**src/rtl/dram_read_master_pkg.sv**
```systemverilog
// Shared definitions for the DRAM read master: FSM states and beat geometry.
package dram_read_master_pkg;

  typedef enum logic [1:0] {
    ST_IDLE = 2'd0,
    ST_REQ  = 2'd1,
    ST_WAIT = 2'd2,
    ST_DONE = 2'd3
  } state_t;

  localparam int BEAT_BYTES = 32;
  localparam int BEAT_SHIFT = 5;

endpackage

```
**src/rtl/dram_rd_fifo.sv**
```systemverilog
// dram_rd_fifo: synchronous DATA_W x DEPTH beat FIFO with first-word-fall-through head.
// Latency: a push is visible on head/valid the cycle after it is written.
// Backpressure: push ignored when full, pop ignored when empty; push+pop together keeps count.
module dram_rd_fifo #(
  parameter int DATA_W = 256,
  parameter int DEPTH  = 16,
  parameter int CNT_W  = $clog2(DEPTH) + 1
) (
  input  logic              clk,
  input  logic              rst,
  input  logic              push,
  input  logic [DATA_W-1:0] push_data,
  input  logic              pop,
  output logic [DATA_W-1:0] head,
  output logic              valid,
  output logic [CNT_W-1:0]  count
);

  localparam int AW = $clog2(DEPTH);

  logic [DATA_W-1:0] mem [DEPTH];
  logic [AW-1:0]     wr_ptr;
  logic [AW-1:0]     rd_ptr;
  logic              do_push;
  logic              do_pop;

  assign do_push = push && (count != CNT_W'(DEPTH));
  assign do_pop  = pop && (count != '0);
  assign head    = mem[rd_ptr];
  assign valid   = (count != '0);

  always_ff @(posedge clk) begin
    if (rst) begin
      wr_ptr <= '0;
      rd_ptr <= '0;
      count  <= '0;
    end else begin
      if (do_push) wr_ptr <= wr_ptr + AW'(1);
      if (do_pop)  rd_ptr <= rd_ptr + AW'(1);
      count <= count + CNT_W'(do_push) - CNT_W'(do_pop);
    end
  end

  always_ff @(posedge clk) begin
    if (do_push) mem[wr_ptr] <= push_data;
  end

endmodule

```
**src/rtl/dram_read_master.sv**
```systemverilog
// dram_read_master: AXI AR/R initiator fetching a run of beats into a FWFT stream (RID_CHECK_EN: sticky RID check).
// Latency: first AR two cycles after start; data_valid_out the cycle after the R beat that filled an empty FIFO.
// Backpressure: an AR issues only once FIFO space is reserved for its beats, so rready holds high all run.
module dram_read_master
  import dram_read_master_pkg::*;
#(
  parameter int ADDR_W    = 33,
  parameter int DATA_W    = 256,
  parameter int ID_W      = 8,
  parameter int ARID      = 0,
  parameter int MAX_BURST = 8,
  parameter int MAX_OUTST = 2,
  parameter int FIFO_D    = 16,
  parameter int CNT_W     = 16
) (
  input  logic              clk,
  input  logic              rst,
  input  logic              start_in,
  input  logic [ADDR_W-1:0] base_addr_in,
  input  logic [CNT_W-1:0]  num_beats_in,
  output logic              busy_out,
  output logic              done_out,
  output logic              rid_err_out,
  input  logic              axi0_arready_in,
  output logic [ID_W-1:0]   axi0_arid_out,
  output logic [ADDR_W-1:0] axi0_araddr_out,
  output logic [7:0]        axi0_arlen_out,
  output logic              axi0_arvalid_out,
  input  logic [ID_W-1:0]   axi0_rid_in,
  input  logic              axi0_rvalid_in,
  input  logic [DATA_W-1:0] axi0_rdata_in,
  output logic              axi0_rready_out,
  output logic [DATA_W-1:0] data_out,
  output logic              data_valid_out,
  input  logic              data_ready_in
);

  localparam int CW = $clog2(FIFO_D) + 1;
  localparam int OW = $clog2(MAX_OUTST + 1);
  localparam int BW = (MAX_BURST > 1) ? $clog2(MAX_BURST) : 1;

  state_t            state, state_nx;
  logic [ADDR_W-1:0] addr_q;
  logic [CNT_W-1:0]  remaining, total, rcv_cnt;
  logic [CW-1:0]     reserved, fifo_cnt, len, free_cnt;
  logic [OW-1:0]     outst;
  logic [BW-1:0]     burst_beat;
  logic [8:0]        ar_beats;
  logic              accept, ar_hs, r_hs, issue, final_beat, burst_end;
  logic              unused_low_addr;

  assign accept          = (state == ST_IDLE) && !busy_out && start_in;
  assign ar_hs           = axi0_arvalid_out && axi0_arready_in;
  assign r_hs            = axi0_rvalid_in && axi0_rready_out;
  assign axi0_rready_out = (state == ST_REQ) || (state == ST_WAIT);
  assign axi0_arid_out   = ID_W'(ARID);
  assign unused_low_addr = ^base_addr_in[BEAT_SHIFT-1:0];

  assign len        = (remaining < CNT_W'(MAX_BURST)) ? CW'(remaining) : CW'(MAX_BURST);
  // Reserved beats count as occupied so every beat in flight already has a slot.
  assign free_cnt   = CW'(FIFO_D) - fifo_cnt - reserved;
  assign issue      = (state == ST_REQ) && !axi0_arvalid_out && (remaining != '0) &&
                      (outst < OW'(MAX_OUTST)) && (free_cnt >= len);
  assign ar_beats   = {1'b0, axi0_arlen_out} + 9'd1;
  assign final_beat = (rcv_cnt + CNT_W'(1)) == total;
  assign burst_end  = (burst_beat == BW'(MAX_BURST - 1));

  always_ff @(posedge clk) begin
    if (rst) state <= ST_IDLE;
    else     state <= state_nx;
  end

  always_comb begin
    state_nx = state;
    case (state)
      ST_IDLE: if (accept) state_nx = (num_beats_in == '0) ? ST_DONE : ST_REQ;
      ST_REQ:  if (remaining == '0) state_nx = ST_WAIT;
      ST_WAIT: if (rcv_cnt == total) state_nx = ST_DONE;
      ST_DONE: state_nx = ST_IDLE;
      default: state_nx = ST_IDLE;
    endcase
  end

  always_ff @(posedge clk) begin
    if (rst) begin
      addr_q           <= '0;
      remaining        <= '0;
      total            <= '0;
      rcv_cnt          <= '0;
      reserved         <= '0;
      outst            <= '0;
      burst_beat       <= '0;
      axi0_arvalid_out <= 1'b0;
      axi0_araddr_out  <= '0;
      axi0_arlen_out   <= '0;
      busy_out         <= 1'b0;
      done_out         <= 1'b0;
    end else begin
      // done follows the DONE state by one cycle; busy covers that cycle too.
      done_out <= (state == ST_DONE);
      if (accept)        busy_out <= 1'b1;
      else if (done_out) busy_out <= 1'b0;

      if (accept) begin
        addr_q    <= {base_addr_in[ADDR_W-1:BEAT_SHIFT], {BEAT_SHIFT{1'b0}}};
        remaining <= num_beats_in;
        total     <= num_beats_in;
      end else if (ar_hs) begin
        addr_q    <= addr_q + (ADDR_W'(ar_beats) << BEAT_SHIFT);
        remaining <= remaining - CNT_W'(ar_beats);
      end

      if (issue) begin
        axi0_arvalid_out <= 1'b1;
        axi0_araddr_out  <= addr_q;
        axi0_arlen_out   <= 8'(len - CW'(1));
      end else if (ar_hs) begin
        axi0_arvalid_out <= 1'b0;
      end

      reserved <= reserved + (ar_hs ? CW'(ar_beats) : CW'(0)) - CW'(r_hs);
      outst    <= outst + OW'(ar_hs) - OW'(r_hs && (burst_end || final_beat));

      if (accept) begin
        rcv_cnt    <= '0;
        burst_beat <= '0;
      end else if (r_hs) begin
        rcv_cnt    <= rcv_cnt + CNT_W'(1);
        burst_beat <= burst_beat + BW'(1);
      end
    end
  end

`ifdef RID_CHECK_EN
  always_ff @(posedge clk) begin
    if (rst)                                      rid_err_out <= 1'b0;
    else if (accept)                              rid_err_out <= 1'b0;
    else if (r_hs && axi0_rid_in != ID_W'(ARID))  rid_err_out <= 1'b1;
  end
`else
  logic unused_rid;
  assign rid_err_out = 1'b0;
  assign unused_rid  = ^axi0_rid_in;
`endif

  dram_rd_fifo #(
    .DATA_W(DATA_W),
    .DEPTH (FIFO_D),
    .CNT_W (CW)
  ) u_fifo (
    .clk      (clk),
    .rst      (rst),
    .push     (r_hs),
    .push_data(axi0_rdata_in),
    .pop      (data_ready_in),
    .head     (data_out),
    .valid    (data_valid_out),
    .count    (fifo_cnt)
  );

endmodule

```
**config.mk**
```make
export PLATFORM = sky130hd
export DESIGN_NAME = dram_read_master
export DESIGN_NICKNAME = d
export VERILOG_FILES = /design/src/rtl/dram_read_master_pkg.sv /design/src/rtl/dram_rd_fifo.sv /design/src/rtl/dram_read_master.sv
export SDC_FILE = /design/constraint.sdc
export NUM_CORES = 2
export LEC_CHECK = 0
export CORE_ASPECT_RATIO = 0.9
export CORE_MARGIN = 10
export CORE_UTILIZATION = 55
export CTS_CLUSTER_DIAMETER = 100
export CTS_CLUSTER_SIZE = 10
export DETAILED_ROUTE_END_ITERATION = 12
export PLACE_DENSITY = 0.73
export SYNTH_ARGS = -nofsm -noshare
export SYNTH_HDL_FRONTEND = slang
export SYNTH_SLANG_ARGS = --single-unit
```
**constraint.sdc**
```tcl
create_clock -name clk -period 22.9 [get_ports clk]
set_clock_uncertainty 0.1 [all_clocks]
set_input_delay 2.29 -clock clk [delete_from_list [all_inputs] [get_ports clk]]
set_output_delay 2.29 -clock clk [all_outputs]
set_load 0.1 [all_outputs]
```
==> Yosys cells after proc, flatten, opt, wreduce, memory -nomap -nowiden <==
Memory sizes are Yosys's and may differ from the RTL's. A register that Yosys moved wholly into a read port is not among the register bits.
Cells that the tools add are included.
{ "totals": {"mem_bits_rw": 4096, "register_bits": 150, "n_memories": 1, "elab_cells": 91, "inputBits": 319} }
{ "classes": {"n_reduce_logical": 25, "order_cmp": 3, "mux": 19, "eq_ne": 10, "n_addsub": 16} }
{ "memory_table": {"columns": ["memory", "depth", "word_bits", "read_ports", "rd_ports_with_merged_regs", "write_ports", "line", "rtl"], "rows": [
  ["u_fifo.mem", 16, 256, 1, 1, 1, "dram_rd_fifo.sv:21", "logic [DATA_W-1:0] mem [DEPTH];"]
]} }
{ "ops": {"columns": ["op", "n"], "rows": [
  ["$mux W33", 2],
  ["$add A33 B14 Y33", 1],
  ["$eq A16 B16 Y1", 2],
  ["$logic_not A16 Y1", 2],
  ["$mux W16", 2],
  ["$add A16 B1 Y16 const B", 1],
  ["$lt A16 B4 Y1 const B", 1],
  ["$reduce_bool A16 Y1", 1],
  ["$sub A16 B9 Y16", 1],
  ["$logic_and A1 B1 Y1", 11],
  ["$mux W5", 2],
  ["$sub A5 B1 Y5", 2],
  ["$add A8 B1 Y9 const B", 1],
  ["$add A4 B1 Y4 const B", 2],
  ["$mux W2", 4],
  ["$mux W4", 2],
  ["$pmux W2 S4", 1],
  ["$mux W1", 6],
  ["$reduce_bool A2 Y1", 3],
  ["$sub A5 B1 Y6 const B", 1],
  ["$add A5 B1 Y5", 1],
  ["$add A5 B5 Y5", 1],
  ["$ge A5 B5 Y1", 1],
  ["$ne A5 B5 Y1 const B", 1],
  ["other kinds (17)", 21]
]} }

==> Longest topological paths before layout <==
{ "depth": {"depth_word": 6, "depth_mapped": 16, "ltp_nobuf": 15} }

==> By module <==
A second synthesis with hierarchy kept.
{ "unflattened": {"hier_cells": 7573, "hier_area_um2": 161537.4} }
{ "by_module_without_submodules": {"columns": ["mod", "instances", "seq_area_each_um2", "cells_each", "area_each_um2"], "rows": [
  ["dram_rd_fifo", 1, 123338.3, 6670, 154175.4],
  ["dram_read_master", 1, 2502.4, 903, 7362.1]
]} }

==> Worst setup path before layout <==
OpenSTA, ideal clock, no wires.
{ "synth_path": {"path_kind": "input to register", "from": "input port axi0_rvalid_in", "to": "memory u_fifo.mem[3][0], enable pin", "slack_ns": 1.227, "arrival_time_ns": 20.388, "required_ns": 21.615, "stages": 4, "path_cell_list": "nand2_1 a31oi_1 nand2_1 nor3_1"} }
{ "synth_via": {"elab_chain_len": 4} }
{ "synth_lines": {"columns": ["item", "line", "rtl"], "rows": [
  ["start: declaration", "dram_read_master.sv:30", "input logic axi0_rvalid_in,"],
  ["$logic_and A1 B1 Y1", "dram_read_master.sv:54", "assign r_hs = axi0_rvalid_in && axi0_rready_out;"],
  ["$logic_and A1 B1 Y1", "dram_rd_fifo.sv:27", "assign do_push = push && (count != CNT_W'(DEPTH));"],
  ["net u_fifo.do_push", "dram_rd_fifo.sv:24", "logic do_push;"],
  ["$mux W1", "dram_rd_fifo.sv:45", "if (do_push) mem[wr_ptr] <= push_data;"],
  ["$mux W1 (not written as such)", "dram_rd_fifo.sv:45", null],
  ["end: declaration", "dram_rd_fifo.sv:21", null]
]} }
The timed path passes the listed nets, and every way through them passes these cells.

==> impl_metrics.csv <==
group,metric,value,unit
synthesis,ys_seq_area_share,77.9,%
floorplanning,start_util,55.3,%
final_layout,layout_commonest_cell,"edfxtp_1",
pwr,comb_power_share,27.7,%
cts,cts_setup_buffers,0,
timing,rsz0062_at_grt,"no",
synthesis,yosys-top-cells-area,"edfxtp_1 (76%), mux4_2 (18%), dfxtp_1 (1.8%)",
place,place_congestion,0.859,
synthesis,synthMuxAreaShare,17.7,%
timing,fin_tns_setup,0,ns
setup_path,start_kind,"flip-flop",
synthesis,synth-xor-area-share,0.504,%
cts,numCtsBuffers,463,
cts,clk_latency,0.96,ns
place,port_buffers,602,
hold_path,worstHoldPathType,"flip-flop to flip-flop",
cts,ctsHoldBuffers,0,
cts,clock-sinks,4238,
pwr,clkPwrFrac,30.3,%
detailed_routing,wl_per_cell,32.0,um
synthesis,synthSimpleGateAreaFrac,1.18,%
pwr,irDropWorstVdd,0.000166,V
pwr,switching_share,31.4,%
cts,post_cts_resized,0,
floorplanning,core_area,0.292,mm2
synthesis,synth_top_area_cell,"edfxtp_1",
setup_path,cp_common_cell,"buf_4",
timing,fmax,94.4,MHz
cts,clk_pin_slew_worst_paths,0.06,ns
synthesis,yosysWarningCount,0,
synthesis,synth_edf_count,4096,
setup_path,max_stage_delay,1.09,ns
floorplanning,die_h,534,um
detailed_routing,drt_iter0_drc,8732,
final_layout,area_growth,14.4,%
detailed_routing,first_pass_iters,5,
detailed_routing,routed_wl,372000,um
synthesis,synth_area,0.161,mm2
setup_path,path_cells,"buf_4 > buf_4 > buf_4 > buf_12 > buf_4 > mux4_2 > mux4_2 > clkdlybuf4s50_1",
setup_path,critPathKind,"flip-flop to output pin",
final_layout,nets,7992,
grt,grt_pass1_wl,543000,um
grt,grt_max_degree,163,
synthesis,async_flop_share,0,%
pwr,pwr-share-seq,42.0,%
timing,maxSlewHeadroom,8.18,%
final_layout,mostFrequentLayoutCells,"edfxtp_1 (4,096), mux4_2 (1,263), clkdlybuf4s50_1 (600)",
grt,gr-total-overflow,0,
pwr,p_int,14400,uW
final_layout,drive_above_1_share,25.1,%
detailed_routing,postRouteAntennaNets,0,
timing,setup_viol,0,
cts,htreeDepth,5,
cts,cts_tree,"yes",
synthesis,synth_compound_area_share,1.01,%
setup_path,cp-end-kind,"output pin",
synthesis,yosysTopAreaCellShare,76.2,%
timing,fin_crit_sh,46.3,%
place,hpwl,189000,um
synthesis,avgSynthCellArea,23.9,um2
pwr,p_leak,0.0559,uW
timing,report.final.slew_viol_count,0,
place,dp_slack,12.99,ns
timing,period_needed,10.60,ns
timing,tightestPinTransition,1.37,ns
cts,clock-root-buffer,"clkbuf_16",
synthesis,ys_types,69,
floorplanning,io_pins,630,
synthesis,ys.flop_type,"edfxtp_1",
pwr,cellPowerDensity,114,mW/mm2
timing,worst_slack,12.30,ns
floorplanning,die_area,0.316,mm2
grt,antenna_found_initial,85,
detailed_routing,viasPerCell,6.46,
run_status,outcome,"finished clean",
pwr,switching_power,6610,uW
synthesis,synth_top_family_by_area,"multiplexers",
detailed_routing,vias,74982,
setup_path,slowest_stage,"clkdlybuf4s50_1",
grt,grt_pass1_vias,77746,
setup_path,crit_path_max_fanout,107,
floorplanning,die_w,591,um
floorplanning,rows,188,
run,drv_cap,0,
synthesis,synth_seq_cells,4238,
detailed_routing,route.detailed.drc,0,
synthesis,synth_fa_ha_area_share,0.527,%
grt,grt_usage,23.2,%
setup_path,required,20.51,ns
setup_path,worstPathArrival,8.21,ns
cts,cts_buffer_depth,4,
synthesis,netlist_instances,6753,
timing,finalHoldViolCount,0,
layout make-up:
type                            instances  area [um2]
Timing Repair Buffer                  742        7260
Tap cell                             3895        4870
Multi-Input combinational cell       2112       34000
Sequential cell                      4238      126000
Antenna cell                           26        65.1
Fill cell                           18701      107000
Clock inverter                         24         418
Inverter                               51         191
Clock buffer                          524       11900
kinds of logic after synthesis:
logic type	after synthesis
XOR/XNOR	93
AND/OR/NAND/NOR	391
other	2
buffers and inverters	416
adder cells (fa/ha/maj)	65
multiplexers	1284
AO/OA/AOI/OAI	264
flip-flops	4238
metal layers:
metal,up-vias,global-route usage [%],wire length [um]
li1,30399,-,-
met1,40196,32.6,144000
met2,3661,37.6,185000
met3,658,4.84,33100
met4,68,6.62,9680
met5,-,0,406
synthesized netlist by cell type, types with 26 or more instances:
master / count
a211oi_1: 46
a21oi_1: 107
buf_1: 47
buf_2: 89
clkbuf_1: 210
dfxtp_1: 142
edfxtp_1: 4096
ha_1: 60
inv_1: 51
mux4_2: 1263
nand2_1: 110
nand3_1: 43
nor2_1: 98
nor2b_1: 27
nor3_1: 26
o21ai_0: 50
xnor2_1: 53
xor2_1: 40
path summary, 6_finish.rpt:
path                 startpoint                  to  slack (ns)  cells after the start
setup reg to reg       state[1]  u_fifo.mem[8][212]       16.04                     10
setup / recovery      flip-flop        data_out[48]       12.30                      8
hold reg to reg   burst_beat[2]       burst_beat[2]        0.37                      2
hold / removal    burst_beat[2]       burst_beat[2]        0.37                      2
power by group through the flow:
stage               logic (uW)  clock network, uW  registers, uW
finish                    5830               6380           8840
CTS                       5910               6490           8840
global route              6120               6770           8850
global placement          5840                  0           8980
floorplan                 4390                  0           9140
detailed placement        5870                  0           8990
sequential cells by signal, indices dropped and copies added (netlist names), named ones only:
signal / count
addr_q: 28
axi0_arlen_out: 6
axi0_arvalid_out: 1
outst: 2
axi0_araddr_out: 28
total: 16
burst_beat: 3
u_fifo.wr_ptr: 4
u_fifo.mem: 4096
state: 2
remaining: 16
done_out: 1
reserved: 5
rcv_cnt: 16
u_fifo.count: 5
u_fifo.rd_ptr: 4
busy_out: 1
per-stage QoR:
step / hold slack [ns] / util (%) / total power (uW) / cells / area (um2)
3_5_place_dp: 0.365 / 59.0 / 14900 / 11038 / 172000
2_1_floorplan: 0.340 / - / 13500 / 6766 / 162000
3_3_place_gp: 0.363 / 59.0 / 14800 / 11038 / 172000
5_1_grt: 0.392 / 63.2 / 21700 / 11605 / 185000
6_report: 0.369 / 63.3 / 21100 / 11612 / 185000
4_1_cts: 0.373 / 63.2 / 21200 / 11586 / 185000
critical path, delay by kind of cell (launching register included):
| family | cells | cell delay (ns) |
|---|---|---|
| multiplexers | 2 | 1.13 |
| buffers and inverters | 6 | 5.04 |
| flip-flops | 1 | 0.71 |
Note: power is estimated with default switching activity, not from simulation.
